[src/rtl/ps2_host_tx.sv]
// PS/2 host-to-device command transmitter: request-to-send inhibit, bit-serial
// frame clocked by the device, ACK check and frame timeout.
module ps2_host_tx #(
    parameter int unsigned INHIBIT_CYCLES = 12000,
    parameter int unsigned TIMEOUT_CYCLES = 2000000
) (
    input  logic       clk,
    input  logic       rst,
    input  logic [7:0] tx_data,
    input  logic       tx_start,
    output logic       tx_busy,
    output logic       tx_done,
    output logic       tx_err,
    input  logic       ps2_clk_in,
    input  logic       ps2_data_in,
    output logic       ps2_clk_oe,
    output logic       ps2_data_oe
);

    localparam int unsigned INH_W = (INHIBIT_CYCLES > 1) ? $clog2(INHIBIT_CYCLES) : 1;
    localparam int unsigned TO_W  = $clog2(TIMEOUT_CYCLES + 1);
    localparam logic [INH_W-1:0] INH_LAST = INH_W'(INHIBIT_CYCLES - 1);
    localparam logic [INH_W-1:0] INH_PRE  = INH_W'((INHIBIT_CYCLES >= 2) ? INHIBIT_CYCLES - 2 : 0);
    localparam logic [TO_W-1:0]  TO_LIMIT = TO_W'(TIMEOUT_CYCLES);

    typedef enum logic [2:0] {
        IDLE,
        INHIBIT,
        REQUEST,
        SEND,
        ACK,
        WAIT_IDLE
    } state_e;

    state_e           state_q, state_d;
    logic [7:0]       data_q, data_d;
    logic             parity_q, parity_d;
    logic [INH_W-1:0] inh_cnt_q, inh_cnt_d;
    logic [TO_W-1:0]  to_cnt_q, to_cnt_d;
    logic [3:0]       edge_cnt_q, edge_cnt_d;
    logic             busy_q, busy_d;
    logic             done_q, done_d;
    logic             err_q, err_d;
    logic             clk_oe_q, clk_oe_d;
    logic             data_oe_q, data_oe_d;
    logic             ps2_clk_s1_q, ps2_clk_s1_d;
    logic             ps2_clk_s2_q, ps2_clk_s2_d;
    logic             ps2_clk_prev_q, ps2_clk_prev_d;
    logic             ps2_data_s1_q, ps2_data_s1_d;
    logic             ps2_data_s2_q, ps2_data_s2_d;
    logic             ps2_fall;
    logic             in_frame;

    assign ps2_fall = ps2_clk_prev_q & ~ps2_clk_s2_q;
    assign in_frame = (state_q == REQUEST) || (state_q == SEND) ||
                      (state_q == ACK) || (state_q == WAIT_IDLE);

    always_comb begin
        state_d        = state_q;
        data_d         = data_q;
        parity_d       = parity_q;
        inh_cnt_d      = inh_cnt_q;
        to_cnt_d       = to_cnt_q;
        edge_cnt_d     = edge_cnt_q;
        busy_d         = busy_q;
        done_d         = 1'b0;
        err_d          = 1'b0;
        clk_oe_d       = clk_oe_q;
        data_oe_d      = data_oe_q;
        ps2_clk_s1_d   = ps2_clk_in;
        ps2_clk_s2_d   = ps2_clk_s1_q;
        ps2_clk_prev_d = ps2_clk_s2_q;
        ps2_data_s1_d  = ps2_data_in;
        ps2_data_s2_d  = ps2_data_s1_q;

        case (state_q)
            IDLE: begin
                busy_d    = 1'b0;
                clk_oe_d  = 1'b0;
                data_oe_d = 1'b0;
                if (tx_start) begin
                    data_d    = tx_data;
                    parity_d  = ~^tx_data;
                    inh_cnt_d = '0;
                    busy_d    = 1'b1;
                    clk_oe_d  = 1'b1;
                    data_oe_d = (INHIBIT_CYCLES == 1);
                    state_d   = INHIBIT;
                end
            end
            INHIBIT: begin
                if (inh_cnt_q == INH_LAST) begin
                    clk_oe_d   = 1'b0;
                    data_oe_d  = 1'b1;
                    to_cnt_d   = '0;
                    edge_cnt_d = '0;
                    state_d    = REQUEST;
                end else begin
                    inh_cnt_d = inh_cnt_q + 1'b1;
                    // Start bit goes out during the final inhibit cycle.
                    if ((INHIBIT_CYCLES >= 2) && (inh_cnt_q == INH_PRE)) begin
                        data_oe_d = 1'b1;
                    end
                end
            end
            REQUEST: begin
                state_d = SEND;
            end
            SEND: begin
                if (ps2_fall) begin
                    edge_cnt_d = edge_cnt_q + 1'b1;
                    if (edge_cnt_q < 4'd8) begin
                        data_oe_d = ~data_q[edge_cnt_q[2:0]];
                    end else if (edge_cnt_q == 4'd8) begin
                        data_oe_d = ~parity_q;
                    end else begin
                        data_oe_d = 1'b0;
                        state_d   = ACK;
                    end
                end
            end
            ACK: begin
                if (ps2_fall) begin
                    edge_cnt_d = edge_cnt_q + 1'b1;
                    if (ps2_data_s2_q) begin
                        err_d   = 1'b1;
                        busy_d  = 1'b0;
                        state_d = IDLE;
                    end else begin
                        state_d = WAIT_IDLE;
                    end
                end
            end
            WAIT_IDLE: begin
                if (ps2_clk_s2_q && ps2_data_s2_q) begin
                    done_d  = 1'b1;
                    busy_d  = 1'b0;
                    state_d = IDLE;
                end
            end
            default: begin
                state_d = IDLE;
            end
        endcase

        // Timeout overrides any same-cycle transition so done and err stay exclusive.
        if (in_frame) begin
            if (to_cnt_q == TO_LIMIT) begin
                state_d   = IDLE;
                clk_oe_d  = 1'b0;
                data_oe_d = 1'b0;
                busy_d    = 1'b0;
                done_d    = 1'b0;
                err_d     = 1'b1;
            end else begin
                to_cnt_d = to_cnt_q + 1'b1;
            end
        end
    end

    always_ff @(posedge clk or negedge rst) begin
        if (!rst) begin
            state_q        <= IDLE;
            data_q         <= '0;
            parity_q       <= 1'b0;
            inh_cnt_q      <= '0;
            to_cnt_q       <= '0;
            edge_cnt_q     <= '0;
            busy_q         <= 1'b0;
            done_q         <= 1'b0;
            err_q          <= 1'b0;
            clk_oe_q       <= 1'b0;
            data_oe_q      <= 1'b0;
            ps2_clk_s1_q   <= 1'b1;
            ps2_clk_s2_q   <= 1'b1;
            ps2_clk_prev_q <= 1'b1;
            ps2_data_s1_q  <= 1'b1;
            ps2_data_s2_q  <= 1'b1;
        end else begin
            state_q        <= state_d;
            data_q         <= data_d;
            parity_q       <= parity_d;
            inh_cnt_q      <= inh_cnt_d;
            to_cnt_q       <= to_cnt_d;
            edge_cnt_q     <= edge_cnt_d;
            busy_q         <= busy_d;
            done_q         <= done_d;
            err_q          <= err_d;
            clk_oe_q       <= clk_oe_d;
            data_oe_q      <= data_oe_d;
            ps2_clk_s1_q   <= ps2_clk_s1_d;
            ps2_clk_s2_q   <= ps2_clk_s2_d;
            ps2_clk_prev_q <= ps2_clk_prev_d;
            ps2_data_s1_q  <= ps2_data_s1_d;
            ps2_data_s2_q  <= ps2_data_s2_d;
        end
    end

    assign tx_busy     = busy_q;
    assign tx_done     = done_q;
    assign tx_err      = err_q;
    assign ps2_clk_oe  = clk_oe_q;
    assign ps2_data_oe = data_oe_q;

endmodule

[config.mk]
export PLATFORM = sky130hd
export DESIGN_NAME = ps2_host_tx
export DESIGN_NICKNAME = d
export VERILOG_FILES = /design/src/rtl/ps2_host_tx.sv
export SDC_FILE = /design/constraint.sdc
export NUM_CORES = 1
export LEC_CHECK = 0
export ABC_AREA = 1
export BUFFER_PORTS_ARGS = -buffer_cell sky130_fd_sc_hd__buf_2
export CAP_MARGIN = 20
export CORE_UTILIZATION = 50
export CTS_CLUSTER_DIAMETER = 50
export DETAILED_ROUTE_END_ITERATION = 12
export GPL_TIMING_DRIVEN = 0
export PLACE_DENSITY = 0.69
export SLEW_MARGIN = 30
export SYNTH_ARGS = -nofsm -noshare
export SYNTH_HDL_FRONTEND = slang
export SYNTH_SLANG_ARGS = --single-unit
[constraint.sdc]
create_clock -name clk -period 2.25 [get_ports clk]
set_input_delay 0.675 -clock clk [delete_from_list [all_inputs] [get_ports clk]]
set_output_delay 0.675 -clock clk [all_outputs]
set_load 0.02 [all_outputs]
==> Word-level counts from Yosys, hierarchy flattened <==
Index checks and enable logic that the tools add are counted.
{ "totals": {"ff_bits": 61, "input_bits": 13, "out_inout_bits": 5, "word_cells": 101} }
{ "op_classes": {"addsub": 3, "magnitude_cmp": 2, "n_eq_ne": 13, "mux": 51, "bitwise_logic": 4, "n_reduce_logical": 12} }
{ "op_table": {"columns": ["cell", "n"], "rows": [
  ["2-to-1 mux 21 bit", 4],
  ["2-to-1 mux 3 bit", 10],
  ["== test 14 bit, second input constant", 2],
  ["2-to-1 mux 14 bit", 2],
  ["case mux 14 bit (2 select lines)", 1],
  ["2-to-1 mux 1 bit", 26],
  ["adder 21 x 1 -> 21 bit, second input constant", 1],
  ["== test 21 bit, second input constant", 1],
  ["case mux 3 bit (6 select lines)", 1],
  ["adder 14 x 1 -> 14 bit, second input constant", 1],
  ["2-to-1 mux 4 bit", 2],
  ["case mux 4 bit (2 select lines)", 1],
  ["XNOR reduction 8 bit", 1],
  ["== test 3 x 2 -> 1 bit, second input constant", 2],
  ["== test 3 bit, second input constant", 2],
  ["inequality test 2 bit, second input constant", 3],
  ["case mux 1 bit (3 select lines)", 2],
  ["AND reduction 3 bit", 2],
  ["adder 4 x 1 -> 4 bit, second input constant", 1],
  ["== test 4 bit, second input constant", 1],
  ["less-than comparator 3 x 4 -> 1 bit, second input constant", 1],
  ["less-than comparator 4 bit, second input constant", 1],
  ["nonzero test 2 bit", 2],
  ["binary-select mux 1 bit (select 3 bit)", 1],
  ["10 further kinds", 14]
]} }

==> Logic depth before layout (Yosys ltp) <==
{ "logic_depth": {"word_depth": 8, "ltp_mapped": 11} }

==> Worst setup path before layout <==
Ideal clock, no wire load.
{ "synth_path": {"path_kind": "register to register", "start": "reg inh_cnt_q[1]", "end": "reg inh_cnt_q[5]", "setup_time_ns": 0.119, "t_arrival_ns": 1.430, "required_ns": 2.131, "setup_slack_ns": 0.701, "stages_incl_launch_ff": 10, "synth_period_minus_slack_ns": 1.549, "cell_sequence": "dfrtp_1 ha_1 inv_2 nor2_8 nand4_1 nand2_1 nand2_2 buf_6 a21oi_1 nor2_1"} }
{ "synth_via": {"elab_chain_len": 3} }
{ "synth_lines": {"columns": ["item", "line_no", "source"], "rows": [
  ["start, declared", "38", "logic [INH_W-1:0] inh_cnt_q, inh_cnt_d;"],
  ["start signal, assigned", "183", "inh_cnt_q <= inh_cnt_d;"],
  ["adder 14 x 1 -> 14 bit / == test 14 bit (equally long branches)", "99, 92", null],
  ["2-to-1 mux 14 bit / inequality test 2 bit (equally long branches)", null, null],
  ["case mux 14 bit (2 select lines) / AND reduction 3 bit (equally long branches)", null, null]
]} }
Several ways; a longest one is shown, not always the timed one. The select of a mux whose other input is x is not followed.
A chain may end at the register's enable or synchronous reset.

==> Worst setup path after layout <==
Ends and elaborated chain as after synthesis.

==> qor.csv <==
stage,metric,value,unit
timing,clk_skew,0.00705,ns
synthesis,Main synth FF type,dfrtp_1,
detailed_routing,drt pass-1 iters,4,
power_and_ir_drop,power per cell area,549,mW/mm2
synthesis,Avg Inst Size Synth,7.45,um2
timing,final hold slack,0.359,ns
worst_setup_path,Crit Path Max Fanout,10,
placement,IO buf count,17,
synthesis,Post-synth ARST share,1.00,
timing,fin crit period,1.81,ns
detailed_routing,per-cell routed wire length,13.5,um
synthesis,syn_nets,543,
clock_network,clk sinks,61,
clock_network,Worst-Skew Late Latency,0.35,ns
global_routing,largest net degree at the start of global routing,62,
detailed_routing,Post-route DRC,0,
synthesis,synth cell count leaders,"nand2_1, nor2_1, inv_1, dfrtp_1, nand3_1",
clock_network,"CTS clk-pin slew, worst paths",0.08,ns
synthesis,Yosys top cell by area,dfrtp_1,
layout,share of cells above drive strength 1,0.156,
global_routing,routing usage on met1,0.298,
synthesis,Seq cells post-synth,61,
power_and_ir_drop,Lkg Pwr,2.02,nW
worst_setup_path,CP Data Arrival Time,2.05,ns
clock_network,setup bufs post-CTS,0,
timing,FMAX,551,MHz
worst_setup_path,startpoint types,flip-flop,
synthesis,cells after synthesis,524,
worst_setup_path,Critical Path Max Stage Delay,0.41,ns
synthesis,synth top area cells,"dfrtp_1, nand2_1, nand3_1, nor2_1, inv_1",
global_routing,total track usage,0.240,
detailed_routing,Antenna Violating Nets Remaining,0,
worst_setup_path,Critical-path top delay cell,dfrtp_1,
run_status,outcome,"complete, no violations",
global_routing,busiest grt layer,met2,
timing,fin crit share,0.806,
placement,placement-stage cell area,0.00411,mm2
synthesis,"count leader, synth",nand2_1,
synthesis,synth warn,0,
timing,RSZ-0062 raised after global routing,false,
clock_network,CTS HTree Levels,3,
power_and_ir_drop,Peak VDD IR,0.000401,V
global_routing,number of global-route vias before repair,3433,
clock_network,Max Root-Sink Buffers,2,
worst_setup_path,CP Buf/Inv Count,2,
floorplanning,Starting Density,0.527,
worst_setup_path,CP Cell Sequence,ha_1 -> inv_2 -> nor2_8 -> nand4_1 -> nand2_1 -> nand2_2 -> buf_6 -> a21oi_1 -> nor2_1,
layout,nets@finish,571,
run,max cap viols,0,
power_and_ir_drop,Final Power,0.00239,W
floorplanning,die area,0.00816,mm2
timing,normalized max-slew margin,0.482,
detailed_routing,mean number of vias per cell,5.23,
synthesis,Yosys top cell area share,0.359,
min_path,HP Class,reg -> reg,
layout,Antenna Cells,0,
detailed_routing,Starting DRT DRC Count,203,
clock_network,post_cts resized,0,
global_routing,grt met2 use,0.413,
layout,area occupied by registers,0.00153,mm2
floorplanning,Die Y,90.3,um
floorplanning,core box area,0.00741,mm2
timing,final number of setup-violating endpoints,0,
synthesis,"EDFF count, synth",0,
layout,P&R area growth vs syn,11.7,%
worst_setup_path,Top Family by Delay on Critical Path,simple AND/OR/NAND/NOR gates,
clock_network,CTS buffer count,9,
placement,gpl congestion,0.881,
layout,Filler Cells Inserted,672,
timing,worst-margin pin slew,0.777,ns
global_routing,GR Overflow Total,0,
timing,Slew Limit Fails,0,
detailed_routing,routed vias,3428,
clock_network,CTS tree,yes,
placement,DP HPWL,6320,um
synthesis,Synth cell types,37,
worst_setup_path,Setup Crit Path Kind,reg -> reg,
synthesis,Synth Cell Area,0.00390,mm2
floorplanning,FP Rows,31,
detailed_routing,Routed WL,8880,um
timing,setup tns final,0,ns
floorplanning,Die Span X,90.3,um
worst_setup_path,CP required,2.49,ns
floorplanning,IO Count,18,
clock_network,root buffer cell,clkbuf_8,
worst_setup_path,endpoint class of the critical path,flip-flop,
clock_network,hold_buf cts,0,
layout,final instance area,0.00436,mm2
layout,Multi-input gate area,0.00202,mm2
timing,Final Hold Vio Count,0,
global_routing,M3 GR Usage,0.0547,
global_routing,initial antenna violation count,0,
global_routing,first-pass GRT wire length,15700,um
synthesis,"Seq/Total Area, Yosys",0.393,
registers in the layout (all words and copies together) (netlist names), 3 cells and up:
register / flops
inh_cnt_q: 14
data_q: 8
to_cnt_q: 21
state_q: 3
edge_cnt_q: 4
final timing paths:
| kind | startpoint | to | slack [ns] | depth (start not counted) |
|---|---|---|---|---|
| setup / recovery | inh_cnt_q[1] | inh_cnt_q[5] | 0.44 | 9 |
| hold / removal | ps2_data_s1_q | ps2_data_s2_q | 0.36 | 0 |
| setup reg to reg | inh_cnt_q[1] | inh_cnt_q[5] | 0.44 | 9 |
| hold reg to reg | ps2_data_s1_q | ps2_data_s2_q | 0.36 | 0 |
| max in group asynchronous | rst | inh_cnt_q[0] | 1.34 | 1 |
| min in group asynchronous | rst | tx_done | 0.40 | 1 |
placed cells by master, fill, tap and decap left out, types with 9 or more instances in the layout:
cell | Yosys | final
nand2_1 | 130 | 130
nor2_1 | 62 | 62
inv_1 | 58 | 58
dfrtp_1 | 56 | 56
nand3_1 | 54 | 54
o21ai_0 | 27 | 27
buf_2 | 0 | 16
nand4_1 | 14 | 14
a21oi_1 | 13 | 13
xor2_1 | 13 | 13
o21ai_1 | 12 | 12
nor3_1 | 11 | 11
clkbuf_8 | 0 | 9
routing by layer:
layer / wire length, um / part of all wire
met1: 4070 / 0.46
met2: 4410 / 0.50
met3: 339 / 0.038
met4: 51 / 0.0057
met5: 0 / 0
worst reg2reg max path, stage by stage (launching register included):
cell     delay (ns)
dfrtp_1        0.41
ha_1           0.28
inv_2          0.10
nor2_8         0.19
nand4_1        0.21
nand2_1        0.13
nand2_2        0.07
buf_6          0.15
a21oi_1        0.12
nor2_1         0.06
per-stage QoR:
step | util | worst slack, ns | std cells
floorplan | - | 0.701 | 524
global placement | 0.555 | 0.310 | 640
detailed placement | 0.555 | 0.448 | 640
CTS | 0.589 | 0.399 | 656
global route | 0.589 | 0.239 | 656
finish | 0.589 | 0.436 | 656
layout make-up:
type | instances | area share
multi-input combinational | 387 | 0.462
sequential | 61 | 0.352
inverter | 67 | 0.0594
clock buffer | 9 | 0.0284
tap | 99 | 0.0284
clock inverter | 7 | 0.0281
buffer | 9 | 0.0218
timing repair buffer | 17 | 0.0201
logic make-up (layout without fill, tap and decap cells):
family / count (synthesis) / after routing / synth area share
XOR/XNOR: 19 / 19 / 0.0426
buffers and inverters: 76 / 109 / 0.0907
flip-flops: 61 / 61 / 0.393
AO/OA/AOI/OAI: 58 / 58 / 0.0795
adder cells (fa/ha/maj): 6 / 6 / 0.0192
AND/OR/NAND/NOR: 304 / 304 / 0.375
power by group:
group | total, W | switching, W | internal (W)
Sequential | 0.00111 | 0.00000186 | 0.00110
Clock | 0.00123 | 0.000484 | 0.000741
Combinational | 0.0000618 | 0.0000397 | 0.0000222
Power figures use the tool's default switching activity.
